## src/rtl/demux_route_seq_pkg.sv

```systemverilog
// rtl/demux_route_seq_pkg.sv - shared types and constants for the demux route sequencer
package demux_pkg;

  localparam int NUM_CH  = 32;
  localparam int SEL_W   = 5;
  localparam int DWELL_W = 8;

  typedef struct packed {
    logic [SEL_W-1:0]   sel;
    logic               data;
    logic [DWELL_W-1:0] dwell;
  } route_req_t;

  typedef enum logic [1:0] {
    IDLE  = 2'd0,
    SETUP = 2'd1,
    DRIVE = 2'd2
  } seq_state_t;

  // A zero dwell still gives one enable cycle so every accepted request is visible.
  function automatic logic [DWELL_W-1:0] dwell_eff(input logic [DWELL_W-1:0] d);
    return (d == '0) ? DWELL_W'(1) : d;
  endfunction

endpackage

```

## src/rtl/demux_route_seq_if.sv

```systemverilog
// rtl/demux_route_seq_if.sv - routing request valid/ready handshake
interface demux_route_seq_if #(
  parameter int SEL_W   = 5,
  parameter int DWELL_W = 8
);
  logic               req_valid_i;
  logic               req_ready_o;
  logic [SEL_W-1:0]   req_sel_i;
  logic               req_data_i;
  logic [DWELL_W-1:0] req_dwell_i;

  modport master (
    output req_valid_i, req_sel_i, req_data_i, req_dwell_i,
    input  req_ready_o
  );

  modport slave (
    input  req_valid_i, req_sel_i, req_data_i, req_dwell_i,
    output req_ready_o
  );
endinterface

```

## src/rtl/demux_route_seq_fifo.sv

```systemverilog
// rtl/demux_route_seq_fifo.sv - synchronous FIFO with clear, head visible on rdata_o
module sync_fifo #(
  parameter  int WIDTH = 8,
  parameter  int DEPTH = 4,
  localparam int AW    = $clog2(DEPTH),
  localparam int LW    = $clog2(DEPTH + 1)
) (
  input  logic             clk_i,
  input  logic             rst_ni,
  input  logic             clr_i,
  input  logic             push_i,
  input  logic             pop_i,
  input  logic [WIDTH-1:0] wdata_i,
  output logic [WIDTH-1:0] rdata_o,
  output logic             full_o,
  output logic             empty_o,
  output logic [LW-1:0]    level_o
);
  logic [WIDTH-1:0] r_mem [DEPTH];
  logic [AW-1:0]    r_wptr;
  logic [AW-1:0]    r_rptr;
  logic [LW-1:0]    r_level;
  logic             w_do_push;
  logic             w_do_pop;

  assign full_o    = (r_level == LW'(DEPTH));
  assign empty_o   = (r_level == '0);
  assign level_o   = r_level;
  assign rdata_o   = r_mem[r_rptr];
  assign w_do_push = push_i && !full_o;
  assign w_do_pop  = pop_i && !empty_o;

  always_ff @(posedge clk_i or negedge rst_ni) begin
    if (!rst_ni) begin
      r_wptr  <= '0;
      r_rptr  <= '0;
      r_level <= '0;
    end else if (clr_i) begin
      r_wptr  <= '0;
      r_rptr  <= '0;
      r_level <= '0;
    end else begin
      if (w_do_push) r_wptr <= r_wptr + AW'(1);
      if (w_do_pop)  r_rptr <= r_rptr + AW'(1);
      case ({w_do_push, w_do_pop})
        2'b10:   r_level <= r_level + LW'(1);
        2'b01:   r_level <= r_level - LW'(1);
        default: r_level <= r_level;
      endcase
    end
  end

  // Storage needs no reset; only the pointers define validity.
  always_ff @(posedge clk_i) begin
    if (w_do_push && !clr_i) r_mem[r_wptr] <= wdata_i;
  end
endmodule

```

## src/rtl/demux_route_seq.sv

```systemverilog
// rtl/demux_route_seq.sv - queues routing requests and drives demux sel/data/en break-before-make
module demux_route_seq
  import demux_pkg::*;
#(
  parameter int FIFO_DEPTH = 4,
  parameter int DWELL_W    = 8,
  parameter int SEL_W      = 5
) (
  input  logic                              clk_i,
  input  logic                              rst_ni,
  demux_route_seq_if.slave                  req_if,
  input  logic                              flush_i,
  output logic [SEL_W-1:0]                  sel_o,
  output logic                              data_o,
  output logic                              en_o,
  output logic                              busy_o,
  output logic [$clog2(FIFO_DEPTH+1)-1:0]   fifo_level_o
);
  seq_state_t         r_state;
  logic [DWELL_W-1:0] r_cnt;
  route_req_t         w_wdata;
  route_req_t         w_head;
  logic               w_full;
  logic               w_empty;
  logic               w_push;
  logic               w_pop;
  logic               w_last;

  assign w_wdata = '{sel: req_if.req_sel_i, data: req_if.req_data_i, dwell: req_if.req_dwell_i};

  assign req_if.req_ready_o = !w_full && !flush_i && rst_ni;
  assign w_push = req_if.req_valid_i && req_if.req_ready_o;
  assign w_last = (r_cnt == DWELL_W'(1));
  // Head leaves the queue when the sequencer is free or finishing the current route.
  assign w_pop  = !flush_i && !w_empty &&
                  ((r_state == IDLE) || ((r_state == DRIVE) && w_last));
  assign busy_o = (r_state != IDLE) || (fifo_level_o != '0);

  sync_fifo #(
    .WIDTH ($bits(route_req_t)),
    .DEPTH (FIFO_DEPTH)
  ) u_fifo (
    .clk_i   (clk_i),
    .rst_ni  (rst_ni),
    .clr_i   (flush_i),
    .push_i  (w_push),
    .pop_i   (w_pop),
    .wdata_i (w_wdata),
    .rdata_o (w_head),
    .full_o  (w_full),
    .empty_o (w_empty),
    .level_o (fifo_level_o)
  );

  always_ff @(posedge clk_i or negedge rst_ni) begin
    if (!rst_ni) begin
      r_state <= IDLE;
      r_cnt   <= '0;
      sel_o   <= '0;
      data_o  <= 1'b0;
      en_o    <= 1'b0;
    end else if (flush_i) begin
      r_state <= IDLE;
      r_cnt   <= '0;
      sel_o   <= '0;
      data_o  <= 1'b0;
      en_o    <= 1'b0;
    end else begin
      case (r_state)
        IDLE: begin
          en_o <= 1'b0;
          if (w_pop) begin
            sel_o   <= w_head.sel;
            data_o  <= w_head.data;
            r_cnt   <= dwell_eff(w_head.dwell);
            r_state <= SETUP;
          end
        end
        SETUP: begin
          en_o    <= 1'b1;
          r_state <= DRIVE;
        end
        DRIVE: begin
          if (w_last) begin
            // Drop enable before any sel/data change: break-before-make.
            en_o <= 1'b0;
            if (w_pop) begin
              sel_o   <= w_head.sel;
              data_o  <= w_head.data;
              r_cnt   <= dwell_eff(w_head.dwell);
              r_state <= SETUP;
            end else begin
              r_cnt   <= '0;
              r_state <= IDLE;
            end
          end else begin
            r_cnt <= r_cnt - DWELL_W'(1);
          end
        end
        default: begin
          en_o    <= 1'b0;
          r_state <= IDLE;
        end
      endcase
    end
  end
endmodule

```

## src/flat_wrapper.sv

```systemverilog
// flat-port wrapper written by rule: the top's interface ports become plain ports
module demux_route_seq_flat import demux_pkg::*;
#(
  parameter int FIFO_DEPTH = 4,
  parameter int DWELL_W    = 8,
  parameter int SEL_W      = 5
)
  (clk_i, rst_ni, flush_i, sel_o, data_o, en_o, busy_o, fifo_level_o, req_if_req_valid_i, req_if_req_sel_i, req_if_req_data_i, req_if_req_dwell_i, req_if_req_ready_o);
  demux_route_seq_if #(.SEL_W(SEL_W), .DWELL_W(DWELL_W)) req_if_i ();
  input  logic clk_i;
  input  logic rst_ni;
  input  logic flush_i;
  output logic [SEL_W-1:0] sel_o;
  output logic data_o;
  output logic en_o;
  output logic busy_o;
  output logic [$clog2(FIFO_DEPTH+1)-1:0] fifo_level_o;
  input wire logic [$bits(req_if_i.req_valid_i)-1:0] req_if_req_valid_i;
  input wire logic [$bits(req_if_i.req_sel_i)-1:0] req_if_req_sel_i;
  input wire logic [$bits(req_if_i.req_data_i)-1:0] req_if_req_data_i;
  input wire logic [$bits(req_if_i.req_dwell_i)-1:0] req_if_req_dwell_i;
  output wire logic [$bits(req_if_i.req_ready_o)-1:0] req_if_req_ready_o;
  assign req_if_i.req_valid_i = req_if_req_valid_i;
  assign req_if_i.req_sel_i = req_if_req_sel_i;
  assign req_if_i.req_data_i = req_if_req_data_i;
  assign req_if_i.req_dwell_i = req_if_req_dwell_i;
  assign req_if_req_ready_o = req_if_i.req_ready_o;
  demux_route_seq #(.FIFO_DEPTH(FIFO_DEPTH), .DWELL_W(DWELL_W), .SEL_W(SEL_W)) u_core (.clk_i(clk_i), .rst_ni(rst_ni), .req_if(req_if_i), .flush_i(flush_i), .sel_o(sel_o), .data_o(data_o), .en_o(en_o), .busy_o(busy_o), .fifo_level_o(fifo_level_o));
endmodule
```

## config.mk

```make
export PLATFORM = sky130hd
export DESIGN_NAME = demux_route_seq_flat
export DESIGN_NICKNAME = d
export VERILOG_FILES = /design/src/rtl/demux_route_seq_pkg.sv /design/src/rtl/demux_route_seq_if.sv /design/src/rtl/demux_route_seq_fifo.sv /design/src/rtl/demux_route_seq.sv /design/src/flat_wrapper.sv
export SDC_FILE = /design/constraint.sdc
export NUM_CORES = 1
export LEC_CHECK = 0
export CAP_MARGIN = 20
export CORE_UTILIZATION = 57
export DETAILED_ROUTE_END_ITERATION = 8
export PLACE_DENSITY_LB_ADDON = 0.12
export SKIP_CTS_REPAIR_TIMING = 1
export SYNTH_ARGS = -nofsm -noshare
export SYNTH_HDL_FRONTEND = slang
export SYNTH_HIERARCHICAL = 1
export SYNTH_SLANG_ARGS = --single-unit
```

## constraint.sdc

```tcl
create_clock -name clk_i -period 3.72 [get_ports clk_i]
set_input_delay 0.558 -clock clk_i [delete_from_list [all_inputs] [get_ports clk_i]]
set_output_delay 0.558 -clock clk_i [all_outputs]
set_load 0.03 [all_outputs]
```

# [Word level (Yosys, flattened, before mapping)]
# Memory sizes are Yosys's and may differ from the RTL's.
# Cells that the tools add are included.
[totals] input_bits=18 mem_count=1 ramBits=56 register_bits=24
[op_classes] addsub=5 mux=30 reduce_logical=26 n_eq_ne=8
[memory_table] name="u_core.u_fifo.r_mem" words=4 width=14 rd=1 rd_clocked_by_memory_dff=0 write_ports=1 line="demux_route_seq_fifo.sv:19" source="logic [WIDTH-1:0] r_mem [DEPTH];"
[op_table] cell="$mux W8" count=5
[op_table] cell="$pmux W8 S2" count=1
[op_table] cell="$mux W5" count=3
[op_table] cell="$mux W2" count=7
[op_table] cell="$pmux W5 S2" count=1
[op_table] cell="$logic_and A1 B1 Y1" count=9
[op_table] cell="$reduce_bool A3 Y1" count=3
[op_table] cell="$eq A8 B1 Y1 const B" count=1
[op_table] cell="$logic_not A8 Y1" count=1
[op_table] cell="$mux W1" count=8
[op_table] cell="$sub A8 B1 Y8 const B" count=1
[op_table] cell="$pmux W2 S3" count=1
[op_table] cell="$pmux W3 S2" count=1
[op_table] cell="$reduce_and A2 Y1" count=3
[op_table] cell="$reduce_bool A2 Y1" count=3
[op_table] cell="$add A2 B1 Y2 const B" count=2
[op_table] cell="$eq A2 B1 Y1 const B" count=2
[op_table] cell="$eq A2 B2 Y1 const B" count=2
[op_table] cell="$pmux W1 S2" count=2
[op_table] cell="$add A3 B1 Y3 const B" count=1
[op_table] cell="$eq A3 B3 Y1 const B" count=1
[op_table] cell="$logic_not A1 Y1" count=3
[op_table] cell="$logic_not A3 Y1" count=1
[op_table] cell="$mux W3" count=1
[op_table] cell="5 further kinds" count=6

# [Logic depth before layout (Yosys ltp)]
# Gate-level depths: netlist (run 1).
[logic_depth] ltp_word=9 depth_mapped=14

# [Cells and area by module]
# The synthesis (run 1) kept the hierarchy.
[modules_own_cells] module="sync_fifo" n_inst=1 area_per_inst_um2=2566.2 seq_area_each_um2=1856.8 cells_per_inst=137
[modules_own_cells] module="demux_route_seq" n_inst=1 area_per_inst_um2=1041.0 seq_area_each_um2=425.4 cells_per_inst=110

# [Least setup slack after synthesis (run 1)]
# No wires, ideal clock.
[synth_path] path_type="register -> register" startpoint="reg u_core.u_fifo.r_level[1] (netlist: u_core/u_fifo/level_o[1])" endpoint="reg u_core.u_fifo.r_level[1] (netlist: u_core/u_fifo/level_o[1])" setup_slack_ps=490 path_stages_with_launch=12 setup_ps=94 t_arrival_ps=3136 t_required_ps=3626 path_cell_list="dfrtp_1 nand2b_1 nor2_1 nor3b_1 and2_1 buf_2 a21oi_1 fa_1 inv_1 a311oi_1 a21oi_1 a211oi_1"
[synth_via] elab_chain_cells=9 word_cells_on_any_way=18 cone_classes="2 x add/sub; 3 x eq/ne; 2 x mux; 11 x reduce/logical"
[synth_lines] element="start: declaration" line="demux_route_seq_fifo.sv:22" source="logic [LW-1:0] r_level;"
[synth_lines] element="start signal: assignment" line="demux_route_seq_fifo.sv:46" source="2'b10: r_level <= r_level + LW'(1);"
[synth_lines] element="start signal: assignment" line="demux_route_seq_fifo.sv:47" source="2'b01: r_level <= r_level - LW'(1);"
[synth_lines] element="start signal: assignment" line="demux_route_seq_fifo.sv:48" source="default: r_level <= r_level;"
[synth_lines] element="$eq A3 B3 Y1 (*)" line="demux_route_seq_fifo.sv:26" source="assign full_o = (r_level == LW'(DEPTH));"
[synth_lines] element="net u_core.w_full" line="demux_route_seq.sv:23" source="logic w_full;"
[synth_lines] element="$logic_not A1 Y1 (*)" line="demux_route_seq.sv:31" source="assign req_if.req_ready_o = !w_full && !flush_i && rst_ni;"
[synth_lines] element="$logic_and A1 B1 Y1 (*) (2 in series)" line="demux_route_seq.sv:31"
[synth_lines] element="net req_if_req_ready_o" line="flat_wrapper.sv:22" source="output wire logic [$bits(req_if_i.req_ready_o)-1:0] req_if_req_ready_o;"
[synth_lines] element="$logic_and A1 B1 Y1 (*)" line="demux_route_seq.sv:32" source="assign w_push = req_if.req_valid_i && req_if.req_ready_o;"
[synth_lines] element="net u_core.w_push" line="demux_route_seq.sv:25" source="logic w_push;"
[synth_lines] element="$logic_and A1 B1 Y1 (*)" line="demux_route_seq_fifo.sv:30" source="assign w_do_push = push_i && !full_o;"
[synth_lines] element="$eq A2 B1 Y1 / $eq A2 B2 Y1 (equally long branches)" line="demux_route_seq_fifo.sv:45" source="case ({w_do_push, w_do_pop})"
[synth_lines] element="$pmux W3 S2" line="demux_route_seq_fifo.sv:45"
[synth_lines] element="$mux W3" line="demux_route_seq_fifo.sv:38" source="end else if (clr_i) begin"
# Mark *: on every way through the listed nets, which the timed path passes. The rest lies on a longest branch.
# A chain may end at the register's enable or synchronous reset.

# [Final worst setup path (run 1)]
[layout_path] startpoint="reg u_core.r_cnt[3]" endpoint="reg u_core.u_fifo.r_level[1] (netlist: u_core/u_fifo/level_o[1])"
[layout_via] elab_chain_cells=8 word_cells_on_any_way=10 cone_classes="3 x eq/ne; 2 x mux; 5 x reduce/logical"
[layout_lines] element="start: declaration" line="demux_route_seq.sv:20" source="logic [DWELL_W-1:0] r_cnt;"
[layout_lines] element="start signal: assignment" line="demux_route_seq.sv:75" source="r_cnt <= dwell_eff(w_head.dwell);"
[layout_lines] element="start signal: assignment" line="demux_route_seq.sv:90" source="r_cnt <= dwell_eff(w_head.dwell);"
[layout_lines] element="start signal: assignment" line="demux_route_seq.sv:97" source="r_cnt <= r_cnt - DWELL_W'(1);"
[layout_lines] element="$eq A8 B1 Y1 (*)" line="demux_route_seq.sv:33" source="assign w_last = (r_cnt == DWELL_W'(1));"
[layout_lines] element="$logic_and A1 B1 Y1 (*)" line="demux_route_seq.sv:36" source="((r_state == IDLE) || ((r_state == DRIVE) && w_last));"
[layout_lines] element="$logic_or A1 B1 Y1 (*)" line="demux_route_seq.sv:36"
[layout_lines] element="$logic_and A1 B1 Y1 (*)" line="demux_route_seq.sv:35" source="assign w_pop = !flush_i && !w_empty &&"
[layout_lines] element="net u_core.w_pop" line="demux_route_seq.sv:26" source="logic w_pop;"
[layout_lines] element="$logic_and A1 B1 Y1 (*)" line="demux_route_seq_fifo.sv:31" source="assign w_do_pop = pop_i && !empty_o;"
[layout_lines] element="$eq A2 B1 Y1 / $eq A2 B2 Y1 (equally long branches)" line="demux_route_seq_fifo.sv:45"
[layout_lines] element="$pmux W3 S2" line="demux_route_seq_fifo.sv:45"
[layout_lines] element="$mux W3" line="demux_route_seq_fifo.sv:38"
# Marked as above.

==> results of run 1 <==
-- per-layer routing --
layer | vias to the layer above | routed length [um] | GRT usage, %
li1 | 1038 | - | -
met1 | 1129 | 3140 | 32.56
met2 | 56 | 3399 | 37.75
met3 | 11 | 248 | 4.000
met4 | 0 | 112 | 9.643
met5 | - | 0 | 0
-- cell families (layout without fill, tap and decap cells) --
kind of cell,after synthesis,after routing
AO/OA/AOI/OAI,53,53
XOR/XNOR,3,3
adder cells (fa/ha/maj),7,7
buffers and inverters,21,66
flip-flops,80,80
multiplexers,15,15
AND/OR/NAND/NOR,68,68
-- metrics by stage --
| step | total power [W] | instance area (um2) |
|---|---|---|
| floorplan | 0.001110 | 3607 |
| global placement | 0.001167 | 4009 |
| detailed placement | 0.001169 | 4009 |
| CTS | 0.001846 | 4219 |
| global route | 0.001900 | 4219 |
| finish | 0.001831 | 4219 |
-- cells in the mapped netlist, drive strengths merged, types with 2 or more instances --
cell | count | share of area, %
edfxtp | 56 | 47
dfrtp | 24 | 17
mux4 | 14 | 8.7
o21ai | 14 | 1.9
a21oi | 13 | 1.8
inv | 10 | 1.0
nand2 | 10 | 1.0
nand3 | 9 | 1.2
nor3 | 9 | 1.2
buf | 8 | 1.7
nor2 | 8 | 0.83
nor3b | 7 | 1.5
and2 | 6 | 1.0
ha | 6 | 2.1
nand2b | 5 | 0.87
a221o | 4 | 1.1
or3 | 4 | 0.83
clkbuf | 3 | 0.31
nor2b | 3 | 0.52
o31ai | 3 | 1.4
a211oi | 2 | 0.42
nor4 | 2 | 0.35
o221ai | 2 | 0.49
xor2 | 2 | 0.49
-- final cells by class --
type	instances	area [um2]
sequential	80	2282
fill	428	1807
multi-input combinational	146	1215
timing repair buffer	41	380.4
clock buffer	10	127.6
tap	75	93.84
clock inverter	5	82.58
inverter	10	37.54
-- final timing paths --
path	endpoint	slack (ps)	cells past startpoint
worst max-delay path	u_core/u_fifo/level_o[1]	520	11
min in group asynchronous	u_core/r_cnt[3]	700	2
worst min-delay path	u_core/en_o	540	2
worst max register to register	u_core/u_fifo/level_o[1]	520	11
worst min register to register	u_core/en_o	540	2
max in group asynchronous	u_core/r_cnt[1]	2770	2
-- cell usage in the layout, fill, tap and decap left out, types with 10 or more instances in the layout --
master           Yosys  final
mux4_2              14     14
a21oi_1             13     13
nand2_1             10     10
buf_4                1     12
edfxtp_1            56     56
dfrtp_1             24     24
clkdlybuf4s50_1      0     29
-- critical path, stage by stage, from the launching register on --
cell	delay (ps)
dfrtp_1	440
or4_1	720
o31ai_4	390
nand2_1	170
inv_2	250
o21ai_1	140
a21oi_1	170
fa_1	430
inv_1	90
a311oi_1	50
a21oi_1	170
a211oi_1	70
-- flip-flops by register name, indices dropped and copies added (netlist names) --
| register | cells |
|---|---|
| u_core/u_fifo/r_mem | 56 |
| u_core/sel_o | 5 |
| u_core/u_fifo/level_o | 3 |
| u_core/u_fifo/r_rptr | 2 |
| u_core/data_o | 1 |
| u_core/u_fifo/r_wptr | 2 |
| u_core/r_state | 2 |
| u_core/en_o | 1 |
| u_core/r_cnt | 8 |
-- power by group through the flow --
stage / registers (W) / logic, W / clock network (W)
2_1_floorplan: 0.00101 / 0.000104 / 0
3_3_place_gp: 0.00100 / 0.000162 / 0
3_5_place_dp: 0.00101 / 0.000164 / 0
4_1_cts: 0.000986 / 0.000166 / 0.000695
5_1_grt: 0.000988 / 0.000182 / 0.000730
6_report: 0.000986 / 0.000165 / 0.000680
==> flow_summary.ini, run 1 <==
[place]
pre_cts_ws_ps = 543.8
dp.cells = 352
place_congestion = 0.8157
io_buffers = 29
hpwl_um = 4788

[power]
intPower_w = 0.001420
p_seq_share_pct = 53.9
p_clk_share_pct = 37.2
power_frac_comb_pct = 9.0
p_leak_nw = 1.522
peakVddDrop_uv = 312.2
p_sw_share_pct = 22.43
pwr_density_cell_nw_per_um2 = 433.9
netSwitchingPower_w = 0.0004107

[worst_setup_path]
start_kind = flop
critPathCaptureType = flop
critPathMaxFanout = 15
critPathArrivalTime_ps = 3430
critPathKind = reg -> reg
worstReg2RegStart = u_core/r_cnt[3]
worstPathRequired_ps = 3950
critPathLaunch = u_core/r_cnt[3]

[floorplan]
num_rows = 28
initial_core_util_pct = 59.86
die_area_um2 = 6650
die_y_um = 81.55
io_pins = 30
die_width_um = 81.55
core_area_um2 = 6026

[global_route]
antenna_found_initial = 0
grt_max_degree = 25
grt_pass1_vias = 2143
grt_usage_pct = 23.68
grt_first_pass_wirelength_um = 11030
grt_remaining_overflow = 0

[cts]
clk_latency_ps = 340
cts_root_buf = clkbuf_8
cts_sinks = 80
numCtsBuffers = 9
cts_buffer_depth = 2
cts_tree = yes
htree_levels = 3
clk_pin_slew_worst_paths_ps = 80

[drt]
via_per_inst = 6.087
firstDrtPassIters = 4
drtIter0Drc = 157
wire_per_inst_um = 18.80
vias = 2234
drc = 0
wl_um = 6901
final_antenna_net_count = 0

[yosys]
avgSynthCellArea_um2 = 14.60
synthMuxAreaShare_pct = 9.018
yosys_warnings = 6
ys_ff_latch = 80
synthXorXnorAreaFrac_pct = 0.7284
synth_edf_count = 56
synth_compound_area_share_pct = 10.75
async_flop_share_pct = 30.00
syn-num-nets = 272
synthCells = 247
synth_cell_types = 53
syn-cell-area_um2 = 3607
yosys.area_share.adder_pct = 2.636
ys_seq_area_share_pct = 63.27
ys.flop_type = edfxtp_1
synth-simple-area-share_pct = 10.54
synth_top_family_by_area = compound AO/OA/AOI/OAI gates

[timing]
fin_worst_skew_ps = 7.303
drv_slew = 0
fin_crit_sh_pct = 85.95
whs_ps = 535.7
setup_viol = 0
fin_setup_tns_ps = 0
worst_slack_ps = 522.7
finalHoldViolations = 0
tightest_slew_ps = 736.2
rsz0062_at_grt = false
max_freq_mhz = 312.8
relSlewSlack_pct = 50.92
period_minus_slack_ps = 3197

[layout]
layout-drive-gt1-share_pct = 16.10
final_core_util_pct = 70.02
stdcell_count = 367
nets = 313
diodes = 0
syn_to_final_growth_pct = 16.96

[hold_path]
min_from = u_core/en_o
hp-class = reg -> reg

[outcome]
status = completed

[run]
drv_cap = 0
No activity file was read; power rests on OpenSTA's default activity.
==> inputs of run 2 (changes only) <==
CORE_MARGIN = 1.5   (was default)
clock period = 3.6 ns   (was 3.72 ns; I/O delays follow)
==> flow_summary.ini, run 2 (synthesis results as in run 1) <==
[outcome]
status = completed

[cts]
clk_latency_ps = 340
cts_buffer_depth = 2
numCtsBuffers = 9
cts_root_buf = clkbuf_8
htree_levels = 3
clk_pin_slew_worst_paths_ps = 80
cts_tree = yes
cts_sinks = 80

[drt]
final_antenna_net_count = 0
via_per_inst = 5.997
drc = 0
drtIter0Drc = 156
vias = 2201
wire_per_inst_um = 18.23
wl_um = 6690
firstDrtPassIters = 4

[worst_setup_path]
path_buf_inv = 2
critPathArrivalTime_ps = 3260
worstReg2RegStart = u_core/r_cnt[2]
worstPathRequired_ps = 3820
cpPeakStageDelay_ps = 720
cpMaxStageDelayCell = or4_1
r2r_slack_ps = 570
cp_cell_sequence = or4_1, o31ai_4, nand2_1, inv_2, o21ai_1, a21oi_1, fa_1, inv_1, a311oi_1, a21oi_1, a211oi_1
r2r_end = u_core/u_fifo/level_o[1]
crit_top_cell = a21oi_1
critPathCaptureType = flop
critPathMaxFanout = 15
critPathKind = reg -> reg
critPathLaunch = u_core/r_cnt[2]
r2r_cells = 11
cp_num_cells = 11
crit_family = compound AO/OA/AOI/OAI gates
start_kind = flop

[floorplan]
io_pins = 30
die_width_um = 82.55
die_y_um = 82.55
core_area_um2 = 6026
initial_core_util_pct = 59.86
die_area_um2 = 6815
num_rows = 28

[timing]
finalHoldViolations = 0
relSlewSlack_pct = 53.39
drv_slew = 0
fin_setup_tns_ps = 0
tightest_slew_ps = 699.2
fin_worst_skew_ps = 7.944
fin_crit_sh_pct = 84.20
rsz0062_at_grt = false
setup_viol = 0
max_freq_mhz = 329.9
period_minus_slack_ps = 3031

[global_route]
grt_pass1_vias = 2219
grt_first_pass_wirelength_um = 10880
grt_max_degree = 25
grt_usage_pct = 22.44
antenna_found_initial = 0
grt_remaining_overflow = 0

[power]
p_sw_share_pct = 24.35
p_leak_nw = 1.495
p_total_w = 0.001753
power_frac_comb_pct = 9.5
p_seq_share_pct = 58.2
intPower_w = 0.001326
p_clk_share_pct = 32.3
pwr_density_cell_nw_per_um2 = 420.3
netSwitchingPower_w = 0.0004270
peakVddDrop_uv = 370.6

[layout]
top_register = u_core/u_fifo/r_mem
largest_reg_flops = 56
syn_to_final_growth_pct = 15.64
nets = 312
diodes = 0
final_cell_mix = edfxtp_1 (56), clkdlybuf4s50_1 (29), dfrtp_1 (24)
largest_registers = u_core/u_fifo/r_mem (56), u_core/r_cnt (8), u_core/sel_o (5)
layout-drive-gt1-share_pct = 15.75
layout_commonest_cell = edfxtp_1

[hold_path]
min_to = u_core/en_o
min_from = u_core/en_o
hp-class = reg -> reg
holdPathStages = 2

[run]
drv_cap = 0

[place]
hpwl_um = 4666
place_congestion = 0.8453
io_buffers = 29
run 2: cell count changes in the layout (fill, tap and decap cells not counted):
cell / change
inv_6: +1
bufinv_16: -2
clkinvlp_4: +1
clkinv_1: +2
clkbuf_1: -1
buf_4: -1
run 2: worst min-delay path, stage by stage, from the launching register on:
cell and delay (ps):
dfrtp_1 390, nand3_1 70, a21oi_1 60
run 2: how the worst max path moves through the flow:
stage	endpoint	slack (ps)
floorplan	u_core/u_fifo/level_o[1]	370
global placement	u_core/u_fifo/level_o[1]	660
detailed placement	u_core/u_fifo/level_o[1]	610
CTS	u_core/u_fifo/level_o[1]	600
global route	u_core/u_fifo/level_o[1]	350
finish	u_core/u_fifo/level_o[1]	570
run 2: per-layer routing:
metal	global-route usage (%)	wire [um]	up-vias
li1	-	-	1038
met1	29.89	3052	1098
met2	36.10	3300	56
met3	4.066	245	9
met4	10.33	91	0
met5	0	0	-
run 2: cell type report:
| type | count | area, um2 |
|---|---|---|
| flip-flops and latches | 80 | 2282 |
| fillers | 446 | 1854 |
| multi-input cells | 146 | 1215 |
| repair buffers | 40 | 372.9 |
| clock buffers | 9 | 123.9 |
| well taps | 75 | 93.84 |
| clock inverters | 7 | 46.29 |
| inverters | 10 | 37.54 |
run 2: per-stage QoR:
step / worst slack [ps] / cell area [um2] / utilization [%] / hold slack (ps) / std cells
6_report: 568.9 / 4172 / 69.23 / 553.2 / 367
5_1_grt: 354.2 / 4172 / 69.23 / 573.8 / 367
4_1_cts: 601.0 / 4172 / 69.23 / 556.6 / 367
3_5_place_dp: 613.6 / 4001 / 66.40 / 542.1 / 351
3_3_place_gp: 661.8 / 4001 / 66.40 / 526.0 / 351
2_1_floorplan: 370.0 / 3607 / - / 244.4 / 247
run 2: power groups by stage:
stage                     clock, W  sequential, W  combinational (W)
after floorplan                  0        0.00104           0.000108
after global placement           0        0.00104           0.000165
after detailed placement         0        0.00104           0.000167
after CTS                 0.000584        0.00102           0.000167
after global routing      0.000618        0.00102           0.000184
final                     0.000566        0.00102           0.000167
